**src/rtl/inst_fetch_unit_if.sv**
```systemverilog
// -----------------------------------------------------------------------------
// inst_fetch_unit_if
// Bundles the signals between the fetch stage, its control inputs, the
// instruction ROM and the IF/ID latch consumer.
//   stall, branch_en, branch_target : pipeline control into fetch
//   rom_ce, rom_addr                : ROM chip enable and byte address
//   rom_data                        : ROM read data (valid only while rom_ce=1)
//   if_id_pc, if_id_inst,
//   if_id_valid                     : registered IF/ID latch contents
//   addr_err                        : sticky misaligned-branch fault
// modport master : the fetch unit itself
// modport slave  : the environment (ROM, decode, hazard/branch logic)
// -----------------------------------------------------------------------------
interface inst_fetch_unit_if #(
    parameter int ADDR_W = 32,
    parameter int INST_W = 32
);
    logic              stall;
    logic              branch_en;
    logic [ADDR_W-1:0] branch_target;
    logic              rom_ce;
    logic [ADDR_W-1:0] rom_addr;
    logic [INST_W-1:0] rom_data;
    logic [ADDR_W-1:0] if_id_pc;
    logic [INST_W-1:0] if_id_inst;
    logic              if_id_valid;
    logic              addr_err;

    modport master (
        input  stall, branch_en, branch_target, rom_data,
        output rom_ce, rom_addr, if_id_pc, if_id_inst, if_id_valid, addr_err
    );

    modport slave (
        output stall, branch_en, branch_target, rom_data,
        input  rom_ce, rom_addr, if_id_pc, if_id_inst, if_id_valid, addr_err
    );
endinterface

```
**src/rtl/inst_fetch_unit.sv**
```systemverilog
// -----------------------------------------------------------------------------
// inst_fetch_unit
// Instruction-fetch stage: owns the PC, drives the instruction ROM and loads
// the IF/ID latch with one instruction per cycle.
// Ports:
//   clk  : rising-edge clock
//   rst  : synchronous active-high reset
//   bus  : inst_fetch_unit_if.master (control in, ROM bus, IF/ID out, fault)
// Behaviour summary:
//   IDLE  -> FETCH one cycle after reset (enables the ROM).
//   FETCH -> captures ROM data into IF/ID and advances PC, holds on stall,
//            redirects on an aligned branch (inserting a bubble), or faults
//            into HALT on a misaligned branch.
//   HALT  -> everything frozen, ROM disabled, only rst leaves.
// -----------------------------------------------------------------------------
module inst_fetch_unit #(
    parameter int                  ADDR_W   = 32,
    parameter int                  INST_W   = 32,
    parameter logic [ADDR_W-1:0]   RESET_PC = 32'h0000_0000,
    parameter int                  PC_STEP  = 4
) (
    input  logic             clk,
    input  logic             rst,
    inst_fetch_unit_if.master bus
);

    typedef enum logic [1:0] {
        ST_IDLE  = 2'b00,
        ST_FETCH = 2'b01,
        ST_HALT  = 2'b10
    } state_t;

    state_t            state_q,       state_d;
    logic [ADDR_W-1:0] pc_q,          pc_d;
    logic              rom_ce_q,      rom_ce_d;
    logic [ADDR_W-1:0] if_id_pc_q,    if_id_pc_d;
    logic [INST_W-1:0] if_id_inst_q,  if_id_inst_d;
    logic              if_id_valid_q, if_id_valid_d;
    logic              addr_err_q,    addr_err_d;

    logic              target_misaligned_s;

    // Word alignment of a redirect target: the two byte-offset bits must be zero.
    assign target_misaligned_s = (bus.branch_target[1:0] != 2'b00);

    // Next-state and next-output logic; every register holds unless changed.
    always_comb begin
        state_d       = state_q;
        pc_d          = pc_q;
        rom_ce_d      = rom_ce_q;
        if_id_pc_d    = if_id_pc_q;
        if_id_inst_d  = if_id_inst_q;
        if_id_valid_d = if_id_valid_q;
        addr_err_d    = addr_err_q;

        case (state_q)
            ST_IDLE: begin
                // Enable the ROM; the first capture happens on the following edge.
                state_d  = ST_FETCH;
                rom_ce_d = 1'b1;
            end
            ST_FETCH: begin
                if (bus.branch_en) begin
                    // Redirect wins over stall; the in-flight word is discarded.
                    if_id_pc_d    = '0;
                    if_id_inst_d  = '0;
                    if_id_valid_d = 1'b0;
                    if (target_misaligned_s) begin
                        // Fault: PC keeps the old value, ROM is released.
                        addr_err_d = 1'b1;
                        state_d    = ST_HALT;
                        rom_ce_d   = 1'b0;
                    end else begin
                        pc_d = bus.branch_target;
                    end
                end else if (!bus.stall) begin
                    // ROM data is only meaningful while the chip is enabled.
                    if (rom_ce_q) begin
                        if_id_pc_d    = pc_q;
                        if_id_inst_d  = bus.rom_data;
                        if_id_valid_d = 1'b1;
                        pc_d          = pc_q + ADDR_W'(PC_STEP);
                    end else begin
                        pc_d = pc_q;
                    end
                end else begin
                    // Stalled: PC and IF/ID hold, ROM stays enabled.
                    rom_ce_d = 1'b1;
                end
            end
            ST_HALT: begin
                rom_ce_d = 1'b0;
            end
            default: begin
                state_d  = ST_IDLE;
                rom_ce_d = 1'b0;
            end
        endcase
    end

    // State and output registers with synchronous reset.
    always_ff @(posedge clk) begin
        if (rst) begin
            state_q       <= ST_IDLE;
            pc_q          <= RESET_PC;
            rom_ce_q      <= 1'b0;
            if_id_pc_q    <= '0;
            if_id_inst_q  <= '0;
            if_id_valid_q <= 1'b0;
            addr_err_q    <= 1'b0;
        end else begin
            state_q       <= state_d;
            pc_q          <= pc_d;
            rom_ce_q      <= rom_ce_d;
            if_id_pc_q    <= if_id_pc_d;
            if_id_inst_q  <= if_id_inst_d;
            if_id_valid_q <= if_id_valid_d;
            addr_err_q    <= addr_err_d;
        end
    end

    assign bus.rom_ce      = rom_ce_q;
    assign bus.rom_addr    = pc_q;
    assign bus.if_id_pc    = if_id_pc_q;
    assign bus.if_id_inst  = if_id_inst_q;
    assign bus.if_id_valid = if_id_valid_q;
    assign bus.addr_err    = addr_err_q;

endmodule

```
**src/flat_wrapper.sv**
```systemverilog
// flat-port wrapper written by rule: the top's interface ports become plain ports
module inst_fetch_unit_flat 
#(
    parameter int                  ADDR_W   = 32,
    parameter int                  INST_W   = 32,
    parameter logic [ADDR_W-1:0]   RESET_PC = 32'h0000_0000,
    parameter int                  PC_STEP  = 4
)
  (clk, rst, bus_stall, bus_branch_en, bus_branch_target, bus_rom_data, bus_rom_ce, bus_rom_addr, bus_if_id_pc, bus_if_id_inst, bus_if_id_valid, bus_addr_err);
  inst_fetch_unit_if #(.ADDR_W(ADDR_W), .INST_W(INST_W)) bus_i ();
  input  logic clk;
  input  logic rst;
  input wire logic [$bits(bus_i.stall)-1:0] bus_stall;
  input wire logic [$bits(bus_i.branch_en)-1:0] bus_branch_en;
  input wire logic [$bits(bus_i.branch_target)-1:0] bus_branch_target;
  input wire logic [$bits(bus_i.rom_data)-1:0] bus_rom_data;
  output wire logic [$bits(bus_i.rom_ce)-1:0] bus_rom_ce;
  output wire logic [$bits(bus_i.rom_addr)-1:0] bus_rom_addr;
  output wire logic [$bits(bus_i.if_id_pc)-1:0] bus_if_id_pc;
  output wire logic [$bits(bus_i.if_id_inst)-1:0] bus_if_id_inst;
  output wire logic [$bits(bus_i.if_id_valid)-1:0] bus_if_id_valid;
  output wire logic [$bits(bus_i.addr_err)-1:0] bus_addr_err;
  assign bus_i.stall = bus_stall;
  assign bus_i.branch_en = bus_branch_en;
  assign bus_i.branch_target = bus_branch_target;
  assign bus_i.rom_data = bus_rom_data;
  assign bus_rom_ce = bus_i.rom_ce;
  assign bus_rom_addr = bus_i.rom_addr;
  assign bus_if_id_pc = bus_i.if_id_pc;
  assign bus_if_id_inst = bus_i.if_id_inst;
  assign bus_if_id_valid = bus_i.if_id_valid;
  assign bus_addr_err = bus_i.addr_err;
  inst_fetch_unit #(.ADDR_W(ADDR_W), .INST_W(INST_W), .RESET_PC(RESET_PC), .PC_STEP(PC_STEP)) u_core (.clk(clk), .rst(rst), .bus(bus_i));
endmodule
```
**config.mk**
```make
export PLATFORM = sky130hd
export DESIGN_NAME = inst_fetch_unit_flat
export DESIGN_NICKNAME = d
export VERILOG_FILES = /design/src/rtl/inst_fetch_unit_if.sv /design/src/rtl/inst_fetch_unit.sv /design/src/flat_wrapper.sv
export SDC_FILE = /design/constraint.sdc
export NUM_CORES = 1
export LEC_CHECK = 0
export BUFFER_PORTS_ARGS = -buffer_cell sky130_fd_sc_hd__buf_2
export CORE_MARGIN = 4
export CORE_UTILIZATION = 45
export CTS_CLUSTER_SIZE = 10
export DETAILED_ROUTE_END_ITERATION = 12
export GPL_TIMING_DRIVEN = 0
export PLACE_DENSITY = 0.77
export SETUP_SLACK_MARGIN = 0.3
export SYNTH_ARGS = -nofsm -noshare
export SYNTH_HDL_FRONTEND = slang
export SYNTH_SLANG_ARGS = --single-unit
```
**constraint.sdc**
```tcl
create_clock -name clk -period 5.9 [get_ports clk]
set_input_delay 1.18 -clock clk [delete_from_list [all_inputs] [get_ports clk]]
set_output_delay 1.18 -clock clk [all_outputs]
set_load 0.03 [all_outputs]
```
==> results of run 1 <==
stage by stage:
stage                     instances  total power, uW  area [um^2]   util
after floorplan                 507              841         4390      -
final                           819             1360         5590  0.597
after global routing            819             1420         5590  0.597
after CTS                       818             1370         5590  0.596
after global placement          802              910         5380  0.574
after detailed placement        802              915         5380  0.574
flip-flops by register name, summed over array words and instances, names as in the netlist:
name                    cells
u_core.bus.addr_err         1
u_core.bus.if_id_inst      32
u_core.bus.if_id_pc        32
u_core.bus.if_id_valid      1
u_core.bus.rom_addr        32
u_core.bus.rom_ce           1
u_core.state_q              2
placed cells by master (no fill, tap or decap), drive strengths merged, types with 12 or more instances in the layout:
cell    instances
and3           15
nand3          14
nor2           93
nand4          12
nand2          29
a22oi          67
buf           177
dfxtp         101
clkbuf         43
o21ai          16
a21oi          22
report_power, final:
group	leakage, uW	switching (uW)	total, uW	internal, uW
combinational	0.00160	124	183	59.6
clock	0.000101	250	462	212
sequential	0.000817	21.3	719	698
routing by layer:
| layer | part of all wire | vias up | GRT usage |
|---|---|---|---|
| met5 | 0 | - | 0 |
| met4 | 0.031 | 0 | 0.109 |
| met3 | 0.082 | 31 | 0.0415 |
| met2 | 0.47 | 259 | 0.403 |
| met1 | 0.41 | 2238 | 0.308 |
| li1 | - | 2234 | - |
worst paths after layout:
path                              to  slack, ps                    from
max          u_core.bus.rom_addr[17]       2890           bus_branch_en
min              u_core.bus.addr_err        480     u_core.bus.addr_err
max reg2reg  u_core.bus.rom_addr[22]       3480  u_core.bus.rom_addr[3]
min reg2reg      u_core.bus.addr_err        480     u_core.bus.addr_err
kinds of logic (layout without fill, tap and decap cells):
kind of cell | after synthesis | count (layout) | synth area share
AO/OA/AOI/OAI | 156 | 156 | 0.250
adder cells (fa/ha/maj) | 1 | 1 | 0.00285
buffers and inverters | 50 | 232 | 0.0539
flip-flops | 101 | 101 | 0.461
multiplexers | 9 | 9 | 0.0205
other | 0 | 1 | 0
AND/OR/NAND/NOR | 190 | 190 | 0.212
worst min-delay path, delay by kind of cell (launching register included):
family / cells / cell delay (ps)
AND/OR/NAND/NOR: 1 / 70
flip-flops: 1 / 340
AO/OA/AOI/OAI: 1 / 50
area by class of cell:
type	count	area, um^2
inverters	5	18.8
multi-input cells	356	2130
clock inverters	6	70.1
plain buffers	45	218
flip-flops and latches	101	2020
clock buffers	10	138
fillers	890	3780
diodes	1	2.50
well taps	129	161
repair buffers	166	831
Yosys cell counts (all sizes together):
cell type      count
a211oi             6
a21boi             1
a21o               1
a21oi             22
a22o               2
a22oi             67
a31o               2
a31oi              4
a32o               5
a41oi              1
and2               2
and3              15
and4               2
buf               11
clkbuf            33
clkdlybuf4s18      1
dfxtp            101
ha                 1
inv                5
mux2i              9
nand2             29
nand2b             3
nand3             14
nand3b             1
nand4             12
nor2              93
nor2b              3
nor3               2
nor4               5
nor4b              1
o211a              2
o211ai             6
o21a               2
o21ai             16
o22ai              7
o311a              1
o31ai              6
o41ai              5
or3                4
or4                4
==> impl_results.md, run 1 <==
- Status: completed
- Period utilization: 0.510
- Syn. warnings: 0
- GR Overflow Total: 0
- Synth Instances: 507
- CTS resizes: 0
- Leakage: 0.00251 uW
- Hold_ws: 483 ps
- CTS tree: built
- Setup TNS: 0 ps
- Post-route DRC: 0
- CP delay by family, top: compound AO/OA/AOI/OAI gates
- Hold buffer count at CTS: 0
- Synthesized cell area: 4390 um^2
- CP bufs+invs: 3
- DRT Pass-1 Iters: 5
- Worst-path fanout max: 10
- All-Layer GR Usage: 0.242
- Drt via density: 5.81
- Clock latency at the later pin of the worst-skew pair: 360 ps
- RD Place Congestion: 0.887
- Sequential element share of the synthesized area: 0.461
- Synthesis-to-layout area growth: 27.4%
- Routed Antenna Nets: 0
- DP HPWL: 10,600 um
- Final nets: 753
- 1st-iter DRT viols: 374
- Initial antenna violation count: 1
- Die W: 107 um
- I/O Pins: 167
- P per Cell Area: 244 nW/um^2
- RSZ-0062 raised after global routing: no
- Syn_area_per_cell: 8.65 um^2
- WL final: 14,200 um
- Vias in the first global route: 4,463
- # Max-Cap Violations: 0
- WS Path Type: in -> reg
- Fmax: 332 MHz
- Die ar.: 11,400 um^2
- Initial Utilization: 0.468
- Cell taking the most area after synthesis: dfxtp_1
- Slew Limit Headroom: 0.405
- Syn_nets: 576
- Worst path cell trace: buf_2 -> clkbuf_1 -> o211ai_1 -> clkbuf_1 -> nor2_1 -> a32o_1
- Worst EP arrival: 3270 ps
- Most used cell along the critical path: clkbuf_1
- Synth cell types: 52
- Clock tree buffer depth: 2
- Postcts setup bufs: 0
- CTS Buf Count: 9
- Core area: 9370 um^2
- Largest net degree at the start of global routing: 18
- Yosys reg bits: 101
- CP startpoint kind: primary input
- Synth area leaders: dfxtp_1 (46%), a22oi_1 (11%), nor2_1 (8.0%)
- R2R depth: 6
- Worst Hold Class: reg -> reg
- Place WS: 2610 ps
- Die height: 107 um
- Layout cells sized above 1: 0.295
- CTS HTree Levels: 3
- Row Count: 35
- Top cell type's share of synthesized area: 0.461
- Routed len/inst: 17.4 um
- Clock skew: 6.53 ps
- Root Buffer: clkbuf_8
- Final WS setup: 2890 ps
- Shortest period the worst path allows: 3010 ps
- TritonCTS Sinks: 101
- Kind of end point of the critical path: flip-flop
- Vias: 4,762
- Peak VDD IR: 0.152 mV
- Number of I/O port buffers: 166
- Final setup vio count: 0
- Slowest stage delay, CP: 780 ps
- Critical path data required time: 6160 ps
- Final Hold Fails: 0
- Register clock-pin slew on the reported worst setup and hold paths: 100 ps
- Worst-Margin Slew: 889 ps
- Worst path slowest cell: o211ai_1
- First-pass GRT wire length: 22,200 um
- Hold path depth: 2
- WP depth: 6
- Max Slew Vio Count: 0
No activity file was read; power rests on OpenSTA's default activity.
==> inputs of run 2 (changes only) <==
--- a/config.mk
+++ b/config.mk
@@ -7,11 +7,11 @@
 export LEC_CHECK = 0
 export BUFFER_PORTS_ARGS = -buffer_cell sky130_fd_sc_hd__buf_2
 export CORE_MARGIN = 4
-export CORE_UTILIZATION = 45
+export CORE_UTILIZATION = 44
 export CTS_CLUSTER_SIZE = 10
 export DETAILED_ROUTE_END_ITERATION = 12
 export GPL_TIMING_DRIVEN = 0
-export PLACE_DENSITY = 0.77
+export PLACE_DENSITY = 0.79
 export SETUP_SLACK_MARGIN = 0.3
 export SYNTH_ARGS = -nofsm -noshare
 export SYNTH_HDL_FRONTEND = slang
==> constraint.sdc (replaced) <==
create_clock -name clk -period 2.72 [get_ports clk]
set_input_delay 0.544 -clock clk [delete_from_list [all_inputs] [get_ports clk]]
set_output_delay 0.544 -clock clk [all_outputs]
set_load 0.03 [all_outputs]
==> run 2 against run 1 <==
  * Setup slack got worse by 2500 ps
  * Largest cell class unchanged
  * First-iteration DRC count is 1.3% lower
  * Core utilization shrank 2.0 points
  * Register-to-register slack lost 3100 ps
==> impl_results.md, run 2 (synthesized netlist as in run 1, its figures left out) <==
- Combinational group share of total power: 0.139 (was 0.134)
- CTS HTree Levels: 3 (unchanged)
- Hold_ws: 399 ps (was 483 ps)
- Worst-Margin Slew: 746 ps (was 889 ps)
- Worst EP arrival: 2650 ps (was 3270 ps)
- Peak VDD IR: 0.239 mV (was 0.152 mV)
- CTS Buf Count: 9 (unchanged)
- Clock skew: 12.5 ps (was 6.53 ps)
- Setup crit start: u_core.bus.rom_addr[3] (was bus_branch_en)
- DP HPWL: 10,500 um (was 10,600 um)
- Final Total Pwr: 2910 uW (was 1360 uW)
- Final Hold Fails: 0 (unchanged)
- Register clock-pin slew on the reported worst setup and hold paths: 110 ps (was 100 ps)
- RD Place Congestion: 0.926 (was 0.887)
- Largest net degree at the start of global routing: 19 (was 18)
- DRT Pass-1 Iters: 5 (unchanged)
- # Max-Cap Violations: 0 (unchanged)
- Row Count: 36 (was 35)
- CTS tree: built (unchanged)
- Number of I/O port buffers: 166 (unchanged)
- FF-to-FF setup slack: 390 ps (was 3480 ps)
- Core area: 9730 um^2 (was 9370 um^2)
- Vias in the first global route: 4,518 (was 4,463)
- Worst R2R End: u_core.bus.rom_addr[28] (was u_core.bus.rom_addr[22])
- Initial antenna violation count: 0 (was 1)
- Worst Hold Class: in -> reg (was reg -> reg)
- WS Path Type: reg -> reg (was in -> reg)
- Root Buffer: clkbuf_8 (unchanged)
- R2R depth: 6 (unchanged)
- Clock share of power: 0.326 (was 0.338)
- Hold buffer count at CTS: 0 (unchanged)
- Leakage: 0.00252 uW (was 0.00251 uW)
- Met2 wire len: 6830 um (was 6760 um)
- Most common cell after layout, fill and taps aside: buf_2 (unchanged)
- Most frequent cells in the layout: buf_2 (171), dfxtp_1 (100), nor2_1 (93) (was buf_2 (171), dfxtp_1 (101), nor2_1 (93))
- I/O Pins: 167 (unchanged)
- Net Sw Frac: 0.306 (was 0.290)
- Die height: 108 um (was 107 um)
- Max Slew Vio Count: 0 (unchanged)
- Internal: 2020 uW (was 969 uW)
- Switch Pwr: 891 uW (was 395 uW)
- Setup TNS: 0 ps (unchanged)
- Fillers: 928 (was 890)
- Worst-path fanout max: 9 (was 10)
- Top layer in use: met4 (unchanged)
- P per Cell Area: 520 nW/um^2 (was 244 nW/um^2)
- Routed length on met1: 6010 um (was 5870 um)
- Diodes inserted: 0 (was 1)
- Final setup vio count: 0 (unchanged)
- Status: completed (unchanged)
- RR Startpoint: u_core.bus.rom_addr[3] (unchanged)
- Layout cells sized above 1: 0.300 (was 0.295)
- Sequential fraction of design power: 0.535 (was 0.527)
- GR Overflow Total: 0 (unchanged)
- Critical path data required time: 3040 ps (was 6160 ps)
- Die W: 108 um (was 107 um)
- Synthesis-to-layout area growth: 27.8% (was 27.4%)
- 1st-iter DRT viols: 369 (was 374)
- Vias: 4,742 (was 4,762)
- Period utilization: 0.858
- Clock latency at the later pin of the worst-skew pair: 370 ps (was 360 ps)
- Slew Limit Headroom: 0.498 (was 0.405)
- Kind of end point of the critical path: flip-flop (unchanged)
- TritonCTS Sinks: 101 (unchanged)
- Shortest period the worst path allows: 2330 ps
- Routed Antenna Nets: 0 (unchanged)
- Post-route DRC: 0 (unchanged)
- Initial Utilization: 0.451 (was 0.468)
- Fmax: 429 MHz
- Final nets: 757 (was 753)
- Die ar.: 11,600 um^2 (was 11,400 um^2)
- Drt via density: 5.74 (was 5.81)
- CP startpoint kind: flip-flop (was primary input)
- WL final: 14,500 um (was 14,200 um)
- Critical Path Sink: u_core.bus.rom_addr[28] (was u_core.bus.rom_addr[17])
- Met3 WL: 1340 um (was 1170 um)
- RSZ-0062 raised after global routing: yes (was no)
- Routed len/inst: 17.5 um (was 17.4 um)
- First-pass GRT wire length: 22,600 um (was 22,200 um)
- Clock tree buffer depth: 2 (unchanged)
- All-Layer GR Usage: 0.245 (was 0.242)
## run 2: cell count changes in the layout (fill, tap and decap cells not counted), sizes merged
cell    delta
clkinv     -1
buf        +4
diode      -1
bufinv     -1
inv        +2
## run 2: final cells by class
class,count,area [um^2],share of cell area
Tap cell,133,166,0.0297
Clock buffer,10,138,0.0245
Multi-Input combinational cell,356,2130,0.380
Inverter,5,18.8,0.00335
Buffer,45,218,0.0388
Timing Repair Buffer,170,861,0.154
Clock inverter,6,52.6,0.00937
Sequential cell,101,2020,0.361
## run 2: routing by layer
metal,up-vias,track usage
li1,2234,-
met1,2228,0.325
met2,256,0.399
met3,24,0.0390
met4,0,0.0920
met5,-,0
## run 2: worst max-delay path, cell delays in order (launching register included)
cell     delay (ps)
dfxtp_2         450
ha_1            260
nand4_2         240
or4_4           640
nor4_4          310
mux2i_1         230
and3_1          160
## run 2: how the worst min path moves through the flow
stage	from	endpoint	slack, ps	depth (start not counted)
final	bus_rom_data[6]	u_core.bus.if_id_inst[6]	400	3
after global routing	bus_rom_data[6]	u_core.bus.if_id_inst[6]	400	3
after CTS	bus_rom_data[6]	u_core.bus.if_id_inst[6]	400	3
after detailed placement	u_core.state_q[1]	u_core.state_q[0]	460	1
after global placement	u_core.state_q[1]	u_core.state_q[0]	440	1
after floorplan	u_core.state_q[1]	u_core.state_q[0]	430	1
## run 2: power by group through the flow
stage	combinational [uW]	clock (uW)	sequential, uW
after floorplan	176	0	1650
after global routing	438	1010	1570
after global placement	384	0	1590
final	405	949	1560
after CTS	394	954	1560
after detailed placement	392	0	1590
## run 2: repair_timing
| item | CTS | global route |
|---|---|---|
| setup endpoints to repair | 0 | 12 |
| buffers inserted | 0 | 4 |
| resized for setup | 0 | 1 |
## run 2: through the flow
| stage | worst slack (ps) | std cells | util | instance area (um^2) |
|---|---|---|---|---|
| 3_3_place_gp | 53.9 | 806 | 0.553 | 5390 |
| 3_5_place_dp | 28.0 | 806 | 0.553 | 5390 |
| 2_1_floorplan | 410 | 507 | - | 4390 |
| 6_report | 387 | 826 | 0.576 | 5610 |
| 5_1_grt | 297 | 826 | 0.576 | 5610 |
| 4_1_cts | 302 | 822 | 0.573 | 5580 |
==> inputs of run 3 (changes only) <==
--- a/config.mk
+++ b/config.mk
@@ -7,11 +7,11 @@
 export LEC_CHECK = 0
 export BUFFER_PORTS_ARGS = -buffer_cell sky130_fd_sc_hd__buf_2
 export CORE_MARGIN = 4
-export CORE_UTILIZATION = 44
+export CORE_UTILIZATION = 45
 export CTS_CLUSTER_SIZE = 10
 export DETAILED_ROUTE_END_ITERATION = 12
 export GPL_TIMING_DRIVEN = 0
-export PLACE_DENSITY = 0.79
+export PLACE_DENSITY = 0.77
 export SETUP_SLACK_MARGIN = 0.3
 export SYNTH_ARGS = -nofsm -noshare
 export SYNTH_HDL_FRONTEND = slang
==> constraint.sdc (replaced) <==
create_clock -name clk -period 2.7 [get_ports clk]
set_input_delay 0.54 -clock clk [delete_from_list [all_inputs] [get_ports clk]]
set_output_delay 0.54 -clock clk [all_outputs]
set_load 0.03 [all_outputs]
==> run 3 against run 2 <==
  * Count of clock-buffer cells in the layout is the same
  * Register-to-register slack gained 20 ps
  * Largest cell class unchanged
  * Clock skew shrank 6.4 ps
  * Core utilization grew 2.3 points
==> impl_results.md, run 3 (synthesized netlist as in run 1, its figures left out) <==
- FF-to-FF setup slack: 410 ps (was 390 ps)
- Footprint of the multi-input gates: 2140 um^2 (was 2130 um^2)
- Clock latency at the later pin of the worst-skew pair: 360 ps (was 370 ps)
- Leakage: 0.00252 uW (about the same)
- Worst EP arrival: 2600 ps (was 2650 ps)
- Fmax: 437 MHz (was 429 MHz)
- Worst-Margin Slew: 706 ps (was 746 ps)
- # Max-Cap Violations: 0 (unchanged)
- CTS tree: built (unchanged)
- Storage cell area: 2020 um^2 (unchanged)
- Final nets: 755 (was 757)
- Worst path slowest cell: or4_4 (unchanged)
- Initial antenna violation count: 1 (was 0)
- Max Slew Vio Count: 0 (unchanged)
- CTS HTree Levels: 3 (unchanged)
- Final core utilization: 0.599 (was 0.576)
- DP HPWL: 10,600 um (was 10,500 um)
- WL final: 14,400 um (was 14,500 um)
- I/O Pins: 167 (unchanged)
- Root Buffer: clkbuf_8 (unchanged)
- Hold path depth: 3 (unchanged)
- Worst-case hold path end point: u_core.bus.if_id_inst[30] (was u_core.bus.if_id_inst[6])
- Routed Antenna Nets: 0 (unchanged)
- Kind of end point of the critical path: flip-flop (unchanged)
- Final setup vio count: 0 (unchanged)
- Row Count: 35 (was 36)
- WS Path Type: reg -> reg (unchanged)
- Final Hold Fails: 0 (unchanged)
- Fillers: 882 (was 928)
- Die height: 107 um (was 108 um)
- Routed len/inst: 17.5 um (about the same)
- Die W: 107 um (was 108 um)
- Initial Utilization: 0.468 (was 0.451)
- Slowest stage delay, CP: 640 ps (about the same)
- CP startpoint kind: flip-flop (unchanged)
- Slew Limit Headroom: 0.526 (was 0.498)
- Worst Hold Launch: bus_rom_data[30] (was bus_rom_data[6])
- RR Startpoint: u_core.bus.rom_addr[3] (unchanged)
- 1st-iter DRT viols: 409 (was 369)
- P per Cell Area: 532 nW/um^2 (was 520 nW/um^2)
- All-Layer GR Usage: 0.242 (was 0.245)
- CTS Buf Count: 9 (unchanged)
- Post-route DRC: 0 (unchanged)
- Die ar.: 11,400 um^2 (was 11,600 um^2)
- Vias in the first global route: 4,463 (was 4,518)
- Shortest period the worst path allows: 2290 ps (was 2330 ps)
- Most common cell after layout, fill and taps aside: buf_2 (unchanged)
- Status: completed (unchanged)
- TritonCTS Sinks: 101 (unchanged)
- Register clock-pin slew on the reported worst setup and hold paths: 100 ps (was 110 ps)
- GR Overflow Total: 0 (unchanged)
- R2R depth: 6 (unchanged)
- Vias: 4,757 (was 4,742)
- Drt via density: 5.79 (was 5.74)
- Layout cells sized above 1: 0.301 (was 0.300)
- RD Place Congestion: 0.887 (was 0.926)
- Worst R2R End: u_core.bus.rom_addr[28] (unchanged)
- Clock skew: 6.15 ps (was 12.5 ps)
- Clock tree buffer depth: 2 (unchanged)
- Period utilization: 0.848 (was 0.858)
- Dpl cells: 802 (was 806)
- RSZ-0062 raised after global routing: no (was yes)
- Critical path data required time: 3010 ps (was 3040 ps)
- Setup TNS: 0 ps (unchanged)
- First-pass GRT wire length: 22,200 um (was 22,600 um)
- Largest net degree at the start of global routing: 18 (was 19)
- Worst path cell trace: ha_2 -> nand4_2 -> or4_4 -> nor4_4 -> mux2i_1 -> and3_1 (was ha_1 -> nand4_2 -> or4_4 -> nor4_4 -> mux2i_1 -> and3_1)
- Most frequent cells in the layout: buf_2 (171), dfxtp_1 (100), nor2_1 (93) (unchanged)
- Worst Hold Class: in -> reg (unchanged)
- Number of I/O port buffers: 166 (unchanged)
- Core area: 9370 um^2 (was 9730 um^2)
- Worst-path fanout max: 9 (unchanged)
- Non-filler cells, final: 821 (was 826)
- Synthesis-to-layout area growth: 28.0% (was 27.8%)
- Peak VDD IR: 0.335 mV (was 0.239 mV)
- DRT Pass-1 Iters: 5 (unchanged)
run 3: stage by stage:
step	setup WS (ps)	power, uW	area [um^2]	hold slack, ps
finish	410	2990	5620	405
global route	303	3100	5620	401
CTS	301	2990	5590	396
detailed placement	48.0	2000	5380	465
global placement	62.6	1990	5380	445
floorplan	390	1840	4390	432
run 3: final cells by class:
class,instances,share of cell area
Multi-Input combinational cell,356,0.381
Sequential cell,101,0.360
Timing Repair Buffer,168,0.151
Buffer,45,0.0388
Tap cell,129,0.0287
Clock buffer,10,0.0245
Clock inverter,6,0.0125
Inverter,5,0.00334
Antenna cell,1,0.000446
run 3: worst max-delay path by stage:
stage / start / end / slack, ps / cells after the start
floorplan: u_core.bus.rom_addr[3] / u_core.bus.rom_addr[28] / 390 / 6
global placement: bus_branch_en / u_core.bus.rom_addr[12] / 60 / 6
detailed placement: bus_branch_en / u_core.bus.rom_addr[11] / 50 / 6
CTS: u_core.bus.rom_addr[3] / u_core.bus.rom_addr[28] / 300 / 6
global route: u_core.state_q[0] / u_core.bus.if_id_pc[8] / 300 / 7
finish: u_core.bus.rom_addr[3] / u_core.bus.rom_addr[28] / 410 / 6
run 3: what timing repair did:
| action | 4_1_cts | 5_1_grt |
|---|---|---|
| hold buffers | 0 | 0 |
| resized for setup | 0 | 3 |
| buffers inserted | 0 | 2 |
| endpoints found under the setup margin | 0 | 16 |
run 3: critical path, delay by kind of cell, from the launching register on:
| kind | cells | cell delay [ps] |
|---|---|---|
| AND/OR/NAND/NOR | 4 | 1340 |
| multiplexers | 1 | 220 |
| adder cells (fa/ha/maj) | 1 | 250 |
| flip-flops | 1 | 440 |
run 3: report_power, final:
part           internal, uW  total [uW]  switching (uW)
clock                   462        1010             547
combinational           133         406             273
sequential             1530        1570            46.3
run 3: routing by layer:
metal,vias to the layer above,GRT usage,share of wire
met5,-,0,0
met4,0,0.109,0.033
met3,36,0.0415,0.084
met2,259,0.403,0.47
met1,2222,0.308,0.41
li1,2240,-,-
